## src/rtl/modbus_wr_frame_tx.sv

```systemverilog
// Modbus RTU "Write Multiple Registers" request framer: header, mux-fetched register data, CRC-16.
// Optional MODBUS_TX_GAP_EN holds busy for a GAP_CYCLES inter-frame silence after each frame.
module modbus_wr_frame_tx #(
    parameter logic [7:0] FUNC_CODE   = 8'h10,
    parameter int         MAX_REGS    = 123,
    parameter int         MUX_LATENCY = 2
`ifdef MODBUS_TX_GAP_EN
    ,parameter int        GAP_CYCLES  = 1750
`endif
) (
    input  logic        clk,
    input  logic        reset,
    input  logic        start,
    input  logic [7:0]  adr,
    input  logic [15:0] adr_first_reg_tx,
    input  logic [7:0]  num_reg_tx,
    input  logic [15:0] data_in,
    output logic [7:0]  selector,
    output logic [7:0]  tx_data,
    output logic        tx_valid,
    input  logic        tx_ready,
    output logic        busy,
    output logic        done,
    output logic        err
);

    typedef enum logic [2:0] {
        S_IDLE, S_HDR, S_FETCH, S_DATA_HI, S_DATA_LO, S_CRC_LO, S_CRC_HI, S_GAP
    } state_t;

    localparam logic [7:0] MAX_N  = 8'(MAX_REGS);
    localparam logic [1:0] LAT_M1 = 2'(MUX_LATENCY - 1);

    state_t      state, state_d;
    logic [7:0]  adr_q, num_q, k;
    logic [15:0] first_q, hold, crc;
    logic [2:0]  hdr_idx;
    logic [1:0]  wait_cnt;
    logic [7:0]  hdr_byte;
    logic        n_ok, xfer;
`ifdef MODBUS_TX_GAP_EN
    logic [31:0] gap_cnt;
`endif

    // One full reflected-0xA001 byte update per cycle.
    function automatic logic [15:0] crc16_byte(input logic [15:0] c, input logic [7:0] b);
        logic [15:0] r;
        r = c ^ {8'h00, b};
        for (int i = 0; i < 8; i++)
            r = r[0] ? ((r >> 1) ^ 16'hA001) : (r >> 1);
        return r;
    endfunction

    assign n_ok = (num_reg_tx != 8'd0) && (num_reg_tx <= MAX_N);
    assign xfer = tx_valid && tx_ready;
    assign busy = (state != S_IDLE);

    always_comb begin
        hdr_byte = 8'h00;
        case (hdr_idx)
            3'd0:    hdr_byte = adr_q;
            3'd1:    hdr_byte = FUNC_CODE;
            3'd2:    hdr_byte = first_q[15:8];
            3'd3:    hdr_byte = first_q[7:0];
            3'd4:    hdr_byte = 8'h00;
            3'd5:    hdr_byte = num_q;
            default: hdr_byte = {num_q[6:0], 1'b0};
        endcase
    end

    always_ff @(posedge clk or posedge reset) begin
        if (reset) state <= S_IDLE;
        else       state <= state_d;
    end

    always_comb begin
        state_d  = state;
        tx_valid = 1'b0;
        tx_data  = 8'h00;
        case (state)
            S_IDLE: if (start && n_ok) state_d = S_HDR;
            S_HDR: begin
                tx_valid = 1'b1;
                tx_data  = hdr_byte;
                if (tx_ready && hdr_idx == 3'd6) state_d = S_FETCH;
            end
            S_FETCH: if (wait_cnt == LAT_M1) state_d = S_DATA_HI;
            S_DATA_HI: begin
                tx_valid = 1'b1;
                tx_data  = hold[15:8];
                if (tx_ready) state_d = S_DATA_LO;
            end
            S_DATA_LO: begin
                tx_valid = 1'b1;
                tx_data  = hold[7:0];
                if (tx_ready) state_d = (k == num_q) ? S_CRC_LO : S_FETCH;
            end
            S_CRC_LO: begin
                tx_valid = 1'b1;
                tx_data  = crc[7:0];
                if (tx_ready) state_d = S_CRC_HI;
            end
            S_CRC_HI: begin
                tx_valid = 1'b1;
                tx_data  = crc[15:8];
`ifdef MODBUS_TX_GAP_EN
                if (tx_ready) state_d = S_GAP;
`else
                if (tx_ready) state_d = S_IDLE;
`endif
            end
`ifdef MODBUS_TX_GAP_EN
            S_GAP: if (gap_cnt == 32'd0) state_d = S_IDLE;
`else
            S_GAP: state_d = S_IDLE;
`endif
            default: state_d = S_IDLE;
        endcase
    end

    always_ff @(posedge clk or posedge reset) begin
        if (reset) begin
            adr_q    <= 8'h00;
            first_q  <= 16'h0000;
            num_q    <= 8'h00;
            k        <= 8'h00;
            hold     <= 16'h0000;
            crc      <= 16'hFFFF;
            hdr_idx  <= 3'd0;
            wait_cnt <= 2'd0;
            selector <= 8'h00;
            done     <= 1'b0;
            err      <= 1'b0;
`ifdef MODBUS_TX_GAP_EN
            gap_cnt  <= 32'd0;
`endif
        end else begin
            done <= 1'b0;
            err  <= 1'b0;
            if (state == S_IDLE && start) begin
                if (n_ok) begin
                    adr_q   <= adr;
                    first_q <= adr_first_reg_tx;
                    num_q   <= num_reg_tx;
                    hdr_idx <= 3'd0;
                    crc     <= 16'hFFFF;
                end else begin
                    err <= 1'b1;
                end
            end
            // CRC covers header and data bytes only, never its own bytes.
            if (xfer && (state == S_HDR || state == S_DATA_HI || state == S_DATA_LO))
                crc <= crc16_byte(crc, tx_data);
            if (state == S_HDR && xfer) begin
                hdr_idx <= hdr_idx + 3'd1;
                if (hdr_idx == 3'd6) begin
                    k        <= 8'd1;
                    selector <= 8'd1;
                    wait_cnt <= 2'd0;
                end
            end
            if (state == S_FETCH) begin
                wait_cnt <= wait_cnt + 2'd1;
                if (wait_cnt == LAT_M1) hold <= data_in;
            end
            if (state == S_DATA_LO && xfer) begin
                if (k == num_q) begin
                    selector <= 8'h00;
                end else begin
                    k        <= k + 8'd1;
                    selector <= k + 8'd1;
                    wait_cnt <= 2'd0;
                end
            end
            if (state == S_CRC_HI && xfer) begin
                done <= 1'b1;
`ifdef MODBUS_TX_GAP_EN
                gap_cnt <= 32'(GAP_CYCLES - 1);
`endif
            end
`ifdef MODBUS_TX_GAP_EN
            if (state == S_GAP && gap_cnt != 32'd0) gap_cnt <= gap_cnt - 32'd1;
`endif
        end
    end

endmodule

```

## config.mk

```make
export PLATFORM = sky130hd
export DESIGN_NAME = modbus_wr_frame_tx
export DESIGN_NICKNAME = d
export VERILOG_FILES = /design/src/rtl/modbus_wr_frame_tx.sv
export SDC_FILE = /design/constraint.sdc
export NUM_CORES = 1
export LEC_CHECK = 0
export ABC_CLOCK_PERIOD_IN_PS = 3200
export CORE_MARGIN = 5
export CORE_UTILIZATION = 49
export DETAILED_ROUTE_END_ITERATION = 7
export PLACE_DENSITY = 0.76
export SLEW_MARGIN = 20
export SYNTH_ARGS = -nofsm -noshare
export SYNTH_HDL_FRONTEND = slang
export SYNTH_SLANG_ARGS = --single-unit
```

## constraint.sdc

```tcl
create_clock -name clk -period 3.2 [get_ports clk]
set_input_delay 0.48 -clock clk [delete_from_list [all_inputs] [get_ports clk]]
set_output_delay 0.48 -clock clk [all_outputs]
set_load 0.02 [all_outputs]
```

== After elaboration in Yosys (flattened, before gate mapping) ==
Cells that the tools add are included.
W data, S select, Z words.

* Mux-type cells: 42
* Eq/ne operators: 22
* Reductions and logical operators: 28
* $lt $le $gt $ge: 1
* Add/sub/neg operators: 3
* Bitwise logic cells: 9

{| class="wikitable"
|+ Operators by type and width
! kind !! number
|-
| $mux W16 || 11
|-
| $mux W8 || 8
|-
| $pmux W8 S6 || 1
|-
| $pmux W8 S5 || 1
|-
| $mux W3 || 11
|-
| $not A2 Y3 || 8
|-
| $pmux W3 S8 || 1
|-
| $eq A3 B3 Y1 const B || 7
|-
| $xor A16 B8 Y16 || 1
|-
| $ne A2 B2 Y1 const B || 7
|-
| $eq A3 B2 Y1 const B || 4
|-
| $reduce_bool A2 Y1 || 6
|-
| $mux W2 || 5
|-
| $reduce_and A2 Y1 || 5
|-
| $logic_and A1 B1 Y1 || 9
|-
| $add A8 B1 Y8 const B || 1
|-
| $eq A8 B8 Y1 || 1
|-
| $le A8 B7 Y1 const B || 1
|-
| $reduce_bool A8 Y1 || 1
|-
| $reduce_and A7 Y1 || 1
|-
| $eq A3 B1 Y1 const B || 2
|-
| $logic_not A3 Y1 || 2
|-
| $reduce_or A5 Y1 || 1
|-
| $mux W1 || 4
|-
| 5 further kinds || 6
|}

* Input port bits: 52
* Logic and storage cells: 117
* Flip-flop bits (word level): 90
* Output and inout port bits: 20

== Depth between registers and ports, before layout ==
* Depth after elaboration: 21
* Gate-level depth with buffers: 13
* Gate-level depth less buffers: 11

== Worst setup path before layout ==
OpenSTA, ideal clock, no wires.

* Path type: reg-to-reg
* From: register hdr_idx[0]
* To: register crc[0]
* Stages on the path, launching flop included: 12
* Data required time: 3.127 ns
* Period minus slack after synthesis: 3.310 ns
* Path buffers: 1
* Setup slack: -0.110 ns
* Setup time: 0.073 ns
* Arrival time: 3.237 ns
* Cell sequence: dfrtp_1 -> ha_1 -> ha_1 -> clkbuf_1 -> nor4_4 -> nor2_2 -> a221oi_2 -> mux2i_1 -> xnor3_1 -> xnor3_1 -> xor3_1 -> a21oi_1

* Cells in the longest elaborated chain, start to end: 14

{| class="wikitable"
|+ Ends and longest elaborated chain
! what !! line !! RTL
|-
| start: declaration || 37 || <nowiki>logic [2:0] hdr_idx;</nowiki>
|-
| start signal: assignment || 155 || <nowiki>hdr_idx <= hdr_idx + 3'd1;</nowiki>
|-
| $eq A3 B3 Y1 (tied with other cells) || 60 || <nowiki>case (hdr_idx)</nowiki>
|-
| $pmux W8 S6 * || 60 ||
|-
| $pmux W8 S5 * || 80 || <nowiki>case (state)</nowiki>
|-
| $xor A16 B8 Y16 * || 48 || <nowiki>r = c ^ {8'h00, b};</nowiki>
|-
| $mux W16 * (6 in a row) || 50 || <nowiki>r = r[0] ? ((r >> 1) ^ 16'hA001) : (r >> 1);</nowiki>
|-
| $not A2 Y3 (no line) or $mux W16 (tied branches) || - ||
|-
| $mux W16 * (2 in a row) || 50 ||
|-
| $mux W16 * || 152 || <nowiki>if (xfer && (state == S_HDR || state == S_DATA_HI || state == S_DATA_LO))</nowiki>
|-
| end signal: assignment || 153 || <nowiki>crc <= crc16_byte(crc, tx_data);</nowiki>
|-
| end: declaration || 36 || <nowiki>logic [15:0] first_q, hold, crc;</nowiki>
|}

Mark *: on every way between the ends. The rest lies on a longest branch, timed or not.
A chain may end at the register's enable or synchronous reset.

== Final worst setup path ==
Ends and elaborated chain as after synthesis.

==> flow_metrics.py <==
metrics = {
    "outcome": {
        "status": "completed",
    },
    "synthesis": {
        "synth_area_sq_um": 4740,
        "synth.net_count": 564,
        "syn_area_per_cell_sq_um": 9.38,
        "ys_seq_area_share_pct": 48.0,
        "synthCells": 505,
        "yosysWarnings": 0,
        "async_reset_ff_share_pct": 100,
        "synth_top_flop_cell": "dfrtp_1",
        "yosysUniqueCellTypes": 55,
        "synth_seq_cells": 90,
        "synth_edf_count": 0,
    },
    "power_and_ir_drop": {
        "p_sw_w": 0.00268,
        "leakagePower_nw": 2.65,
        "power_density_nw_per_um2": 1120,
        "pwr-share-clk_pct": 11.9,
        "irDropWorstVdd_mv": 0.847,
        "p_int_w": 0.00394,
        "swShare_pct": 40.5,
        "p_seq_share_pct": 32.7,
        "power_frac_comb_pct": 55.3,
    },
    "timing": {
        "fin_skew_ps": 12.8,
        "fin_crit_ps": 3120,
        "relSlewSlack_pct": 48.8,
        "tns_ps": 0,
        "setup_viol": 0,
        "hold_viol": 0,
        "rsz0062_at_grt": "yes",
        "fin_crit_sh_pct": 97.5,
        "worst_pin_slew_ps": 768,
        "drv_slew": 0,
        "fmax_ghz": 0.321,
    },
    "die": {
        "rows": 35,
        "io_pins": 72,
        "die_h_microns": 108,
        "design.core.area_sq_um": 9330,
        "die_area_sq_um": 11700,
        "die_x_microns": 108,
        "start_util_pct": 50.8,
    },
    "detailed_routing": {
        "ant_nets": 0,
        "post-route-drc-count": 0,
        "routed_wl_microns": 11700,
        "wl_per_cell_microns": 16.4,
        "drtIter0Drc": 223,
        "firstDrtPassIters": 5,
        "post_drt_via_cell_ratio": 5.57,
        "vias": 3968,
    },
    "placement": {
        "dpl.cell_count": 695,
        "gp_congestion": 0.916,
        "port_buffers": 71,
        "dp_hpwl_microns": 8810,
        "dpl_cell_area_sq_um": 5650,
    },
    "critical_path": {
        "r2r-start": "hdr_idx[0]",
        "max_stage_delay_ps": 440,
        "cp.required_ps": 3490,
        "path_max_fanout": 5,
        "startpoint_type": "flip-flop",
        "endpoint_kind": "flip-flop",
        "worst_path_max_delay_cell": "xnor3_1",
        "path_class": "flip-flop to flip-flop",
        "r2r_setup_slack_ps": 80,
        "arrival_ps": 3410,
        "reg2regPathDepth": 12,
        "rr_endpoint": "crc[0]",
        "crit_chain": "inv_1, ha_2, nor2b_4, nor4_4, nor2_2, a222oi_1, buf_4, xnor2_2, xnor3_1, xnor3_2, xor3_1, a21oi_1",
    },
    "clock_tree": {
        "htree_levels": 3,
        "ctsHoldBuffers": 0,
        "clk_latency_ps": 360,
        "cts.reportedPaths.clkPinSlew_ps": 90,
        "root_buffer": "clkbuf_8",
        "clk_path_buf_depth": 2,
        "tritoncts": "yes",
        "numCtsBuffers": 9,
        "clock-sinks": 90,
    },
    "global_route": {
        "grt_max_degree": 49,
        "antenna_found_initial": 0,
        "grt_overflow_total": 0,
        "grt_pass1_vias": 3935,
        "grt.total_usage_pct": 21.1,
        "grt_pass1_wl_microns": 19300,
    },
    "hold_path": {
        "hold_depth": 2,
        "hold_path.class": "flip-flop to flip-flop",
        "hp-start": "selector[1]",
        "hold-path-endpoint": "selector[1]",
    },
    "final_layout": {
        "final_cell_mix": "143 x nand2_1, 73 x dfrtp_1, 64 x clkdlybuf4s50_1, 36 x o21ai_0, 23 x buf_4",
        "fin_cells": 713,
        "final_area_sq_um": 5920,
        "drive_gt1_share_pct": 16.8,
        "area_growth_pct": 25.0,
        "antennaDiodeCount": 0,
        "nFillCells": 764,
        "final_common_cell": "nand2_1",
        "fin_nets": 639,
        "fin_util_pct": 63.5,
    },
    "job": {
        "drv_cap": 0,
    },
}
[how the worst max path moves through the flow]
| stage | from | endpoint | slack (ps) | depth (start not counted) |
|---|---|---|---|---|
| 6_report | hdr_idx[0] | crc[0] | 80 | 12 |
| 5_1_grt | hdr_idx[0] | crc[0] | -110 | 12 |
| 4_1_cts | hdr_idx[0] | tx_data[0] | 20 | 7 |
| 3_5_place_dp | hdr_idx[0] | crc[0] | -30 | 11 |
| 3_3_place_gp | hdr_idx[0] | crc[0] | 100 | 11 |
| 2_1_floorplan | hdr_idx[0] | crc[0] | 100 | 12 |
[worst max-delay path, delay by kind of cell, from the launching register on]
kind	cells	cell delay, ps
AOI/OAI and AO/OA	2	480
xor gates and xnor gates	4	1080
adders and majority gates	1	220
buffers and inverters	2	290
DFF	1	410
and+or+nand+nor	3	550
[per-stage QoR]
stage / total power [W] / worst slack, ps / hold WS, ps
floorplan: 0.00462 / 104 / 446
global placement: 0.00561 / 104 / 461
finish: 0.00663 / 79.9 / 480
global route: 0.00710 / -112 / 505
CTS: 0.00657 / 15.1 / 486
detailed placement: 0.00574 / -33.4 / 464
[cell type report]
type,count,area [sq um],area share (%)
clock buffers,11,151,2.56
multi-input cells,374,2330,39.4
clock inverters,4,51.3,0.867
repair buffers,95,912,15.4
well taps,129,161,2.73
inverters,10,38.8,0.655
flip-flops and latches,90,2270,38.4
[power groups by stage]
stage               Clock (W)  Sequential [W]  Combinational (W)
floorplan                   0         0.00199            0.00264
global placement            0         0.00216            0.00344
detailed placement          0         0.00217            0.00357
CTS                  0.000819         0.00215            0.00359
global route         0.000859         0.00223            0.00402
finish               0.000792         0.00217            0.00367
[logic make-up after synthesis]
| group | count (synthesis) | synth area share, % |
|---|---|---|
| XOR/XNOR | 33 | 7.16 |
| multiplexers | 24 | 5.63 |
| buffers and inverters | 41 | 3.59 |
| AO/OA/AOI/OAI | 100 | 14.0 |
| AND/OR/NAND/NOR | 210 | 19.8 |
| adder cells (fa/ha/maj) | 7 | 1.85 |
| flip-flops | 90 | 48.0 |
[registers in the layout, indices dropped and copies added (netlist names)]
register / count
wait_cnt: 2
adr_q: 8
state: 3
num_q: 8
k: 8
done: 1
first_q: 16
err: 1
hold: 16
hdr_idx: 3
selector: 8
crc: 16
[cell usage after synthesis (all sizes together), types with 5 or more instances]
cell type	count	area share, %
nor2	14	1.2
nand2	143	11
inv	10	0.79
ha	7	1.8
a32oi	11	2.0
xnor2	22	4.1
nand3	9	0.95
buf	9	1.1
dfstp	16	8.9
nor2b	5	0.98
o21ai	38	4.0
a22oi	7	1.1
clkbuf	22	1.7
xor2	8	1.6
nor3	11	1.2
a21oi	16	1.7
dfrtp	74	39
and3	7	0.92
mux2	21	5.0
[repair_timing]
| item | 4_1_cts | 5_1_grt |
|---|---|---|
| cloned | 0 | 0 |
| pin swaps | 2 | 7 |
| endpoints found under the setup margin | 6 | 10 |
| resized for setup | 4 | 15 |
| hold endpoints to repair | 0 | 0 |
| setup buffers | 2 | 1 |
[per-layer routing]
layer	up-vias	part of all wire, %	track usage, %
li1	1888	-	-
met1	1953	45	28.3
met2	110	48	33.3
met3	17	4.9	4.54
met4	0	2.0	8.75
met5	-	0	0
Power figures use the tool's default switching activity.
==> patch 1 (config.mk and constraints unchanged) <==
Reset style: synchronous (`reset`), changed in 2 clocked blocks.
--- a/src/rtl/modbus_wr_frame_tx.sv
+++ b/src/rtl/modbus_wr_frame_tx.sv
@@ -68,7 +68,7 @@
         endcase
     end
 
-    always_ff @(posedge clk or posedge reset) begin
+    always_ff @(posedge clk) begin
         if (reset) state <= S_IDLE;
         else       state <= state_d;
     end
@@ -118,7 +118,7 @@
         endcase
     end
 
-    always_ff @(posedge clk or posedge reset) begin
+    always_ff @(posedge clk) begin
         if (reset) begin
             adr_q    <= 8'h00;
             first_q  <= 16'h0000;
Behaviour: differs if reset is asserted again (counterexample within 4 cycles, from zero or initial values and one cycle with reset high); with reset held inactive, the same outputs for 10 cycles.
==> patch 1 against the original RTL <==
Sequential cell count is the same; final area up 1.2%; area after synthesis down 2.2%; synthesized cell count is 17% higher; via count up 15%; sequential share of layout area down 8.2 points; worst setup slack worse by 0.065 ns; routed wire length up 9.9%; hold slack worse by 0.016 ns; largest cell class unchanged.
Power is not compared: it rests on default switching activity, and its combinational part moved more than twofold at a synthesized area within 25%.
==> patch 1: results (changes against the original RTL) <==
status finished, final reports clean; Global Route Usage Sum 0.2206 (+0.009699); M3 GR Usage 0.04816 (+0.002791); Fillers 815 (+6.7%); post-synth top area share 0.3891 (-0.001933); PnR Total Power 2507 uW; xor-xnor portion of the synthesized cell area 0.06647 (-0.005130); biggest area contributors in the synthesized netlist dfxtp_1 39%, nand2_1 10%, a21oi_1 7.0%, nor2_1 3.8%, o21ai_0 3.4%; R2R setup slack 0.01 ns (-0.07 ns); WHS Path Cells 2 (unchanged); DRT Pass-1 Iters 6 (+1); Synth cell types 58 (+5.5%); CP Data Arrival Time 3.42 ns (about the same); DR vias 4549 (+15%); Compound-Gate Fraction of Synth Area 0.2129 (+0.07289); asr flop ratio synth 0 (-1.000); Worst Hold End hold[0]; WL met1 5.516 mm (+3.9%); sequential area share after synthesis 0.3891 (-0.09070); Synth top cells by count 128 x nand2_1, 90 x dfxtp_1, 65 x a21oi_1; gpl congestion 0.9100 (-0.62%); vias in the first global route 4392 (+12%); grt met2 use 0.3744 (+0.04096); global-route wire length before repair 20.60 mm (+6.8%); DP Cell Count 787 (+13%); top layer in use met4; Slowest-stage cell, CP xnor3_2; GR Util met1 0.2795 (-0.003011); post-CTS resize count 8 (+4); Main synth FF type dfxtp_1; Final Non-Filler Cells 815 (+14%); Hold Startpoint hold[0]; largest net degree at the start of global routing 72 (+47%); Routed WL per cell 15.79 um (-3.9%); cell count of the worst reg-to-reg path 13 (+1); DR WL met3 714 um (+24%); Avg Cell Area, Syn 7.809 um2 (-17%); mux share of post-synthesis cell area 0.01567 (-0.04060); setup bufs post-CTS 1 (-1); worst slew pin tran 0.7407 ns (-0.02746 ns); clk root buf clkbuf_8; fraction of final layout cells with drive strength greater than 1 0.1341 (-0.03370); CP endpoint crc[0]; met2 WL 6.354 mm (+14%); r2r startpoint hdr_idx[0]; Post-Synth Adder-Cell Area 0.01891 (+0.0004198); starting DRC count in detailed routing 314 (+41%)
patch 1: logic make-up after synthesis:
family	after synthesis
XOR/XNOR	32
AND/OR/NAND/NOR	252
adder cells (fa/ha/maj)	7
AO/OA/AOI/OAI	156
multiplexers	7
buffers and inverters	49
flip-flops	90
patch 1: area by class of cell:
type | instances | share of cell area
sequential | 90 | 0.3023
clock inverter | 4 | 0.01233
tap | 129 | 0.02695
inverter | 9 | 0.006058
clock buffer | 12 | 0.02590
timing repair buffer | 117 | 0.1771
multi-input combinational | 454 | 0.4493
patch 1: through the flow:
stage | setup WS, ns | instance area [um2] | hold WS (ns) | TNS [ns]
global placement | 0.1121 | 5573 | 0.4470 | 0
global route | -0.09424 | 5989 | 0.4812 | -0.2130
detailed placement | -0.03628 | 5573 | 0.4477 | -0.03628
CTS | -0.0006037 | 5819 | 0.4626 | -0.0006037
floorplan | -0.01333 | 4631 | 0.4338 | -0.01333
finish | 0.01452 | 5989 | 0.4635 | 0
==> patch 2 (same settings) <==
Without the edit above. Add a define of `MODBUS_TX_GAP_EN`.
--- a/src/rtl/modbus_wr_frame_tx.sv
+++ b/src/rtl/modbus_wr_frame_tx.sv
@@ -1,5 +1,7 @@
 // Modbus RTU "Write Multiple Registers" request framer: header, mux-fetched register data, CRC-16.
 // Optional MODBUS_TX_GAP_EN holds busy for a GAP_CYCLES inter-frame silence after each frame.
+`define MODBUS_TX_GAP_EN
+
 module modbus_wr_frame_tx #(
     parameter logic [7:0] FUNC_CODE   = 8'h10,
     parameter int         MAX_REGS    = 123,
Function: same outputs for any inputs over 10 cycles, from zero or initial values and one cycle with reset high; that may be too few to reach the edited logic, so the function may still have changed.
==> patch 2 against the original RTL <==
Area after synthesis rose by 35%; power increased by 48%; final area is 39% higher; sequential cell count is 32 higher; clock power grew 120%; hold slack worse by 0.015 ns; routed wire length is 50% higher; worst setup slack worse by 0.072 ns; non-clock buffer count rose by 23.
==> patch 2: results (changes against the original RTL) <==
status finished, final reports clean; Worst VDD drop 0.9086 mV (+7.2%); slew margin rel. 0.5325 (+0.04460); Setup Slack @ Placement -0.06364 ns (-0.03026 ns); xor-xnor portion of the synthesized cell area 0.05491 (-0.01668); Worst Hold Class flip-flop to flip-flop; clkbuf count 19 (+8); sequential area share after synthesis 0.4800 (about the same); mux share of post-synthesis cell area 0.05355 (-0.002728); Slowest-stage cell, CP dfrtp_2; Synth top cells by count 135 x nand2_1, 106 x dfrtp_1, 43 x nor2_1; Layout clock area frac 0.06428 (+0.03004); Worst-Skew Late Latency 0.42 ns (+0.06 ns); nets 834 (+31%); worst-path fanout max 5 (unchanged); clk root buf clkbuf_16; worst stage delay on the critical path 0.46 ns (+0.02 ns); Post-Synth Adder-Cell Area 0.01759 (-0.0009056); biggest area contributors in the synthesized netlist dfrtp_1 41%, nand2_1 7.9%, dfstp_2 6.6%, mux2_2 2.8%, nor2_1 2.5%; DP Cell Count 907 (+31%); R2R setup slack 0.008 ns (-0.07 ns); initial antenna violation count 0 (unchanged); largest net degree at the start of global routing 72 (+47%); CTS Buf Count 17 (+8); Routed WL per cell 18.36 um (+12%); non-clk buf share 0.1321 (-0.02204); total wire length 17.51 mm (+50%); Synth cell types 72 (+31%); global-route wire length before repair 28.08 mm (+46%); H-tree depth 4 (+1); fraction of final layout cells with drive strength greater than 1 0.1944 (+0.02657); nonclk inv count 12 (+2); Global Route Usage Sum 0.2252 (+0.01423); starting DRC count in detailed routing 529 (+140%); Clock Skews 0.006554 ns (-0.006248 ns); total of max-cap violations 0 (unchanged); Fillers 1039 (+36%); Compound-Gate Fraction of Synth Area 0.1532 (+0.01319); CP Data Arrival Time 2.71 ns (-0.70 ns); vias in the first global route 5474 (+39%); register share of the cell area 0.3726 (-0.01141); clk slew on worst S/H paths 0.05 ns (-0.04 ns); area of the multi-input gates 3291 um2 (+41%); PortBufs 71 (unchanged); Non-clk bufs 118 (+24%); placed wire-length estimate 12.48 mm (+42%); leakage 0.003587 uW (+35%); CTS Buffer Depth 2 (unchanged); post-synthesis net count 730 (+29%); max reg flops 32; gpl congestion 0.9335 (+1.9%); num sequential 122 (+36%); #MultiIn Comb 502 (+34%); fin crit period 3.192 ns (+0.07189 ns); Cells after Synth 669 (+32%); DR vias 5594 (+41%)
==> patch 2: changes by cell type in the layout (fill, tap and decap cells not counted), moves of 10 or more <==
cell / change
nand3_1: +13
dfrtp_1: +31
nor2_1: +31
a21oi_1: +11
o21ai_1: +10
buf_4: +20
clkbuf_16: +17
mux2i_1: +13
==> patch 2: worst max-delay path, delay by kind of cell (launching register included) <==
kind / cells / cell delay, ns
AO/OA/AOI/OAI: 3 / 0.62
adder cells (fa/ha/maj): 1 / 0.22
flip-flops: 1 / 0.46
buffers and inverters: 4 / 0.66
AND/OR/NAND/NOR: 2 / 0.33
==> patch 2: stage by stage <==
stage	hold slack, ns	area [um2]
after floorplan	0.4404	6444
after global placement	0.4513	7438
after detailed placement	0.4625	7438
after CTS	0.4681	8003
after global routing	0.5034	8253
final	0.4649	8253
==> patch 2: repair_timing <==
| item | CTS | global route |
|---|---|---|
| pin swaps | 6 | 12 |
| setup endpoints to repair | 10 | 11 |
| buffers inserted | 3 | 16 |
| cloned | 0 | 0 |
| resized for setup | 12 | 25 |
==> patch 2: per-layer routing <==
metal,part of all wire,GRT usage,vias to the layer above
met1,0.43,0.2957,2773
li1,-,-,2586
met3,0.061,0.04674,39
met4,0.024,0.09865,0
met5,0,0,-
met2,0.48,0.3607,196
==> patch 2: worst paths after layout <==
check	startpoint	end	depth (start not counted)
max	hdr_idx[0]	tx_data[7]	10
min	gap_cnt[26]	gap_cnt[26]	1
max reg2reg	hdr_idx[0]	crc[0]	13
min reg2reg	gap_cnt[26]	gap_cnt[26]	1
max in group asynchronous	reset	crc[10]	3
min in group asynchronous	reset	num_q[5]	2
==> patch 2: power by group <==
group | total [uW] | internal (uW) | switching [uW]
registers | 3050 | 2290 | 760
logic | 5000 | 2400 | 2600
clock network | 1760 | 1080 | 676
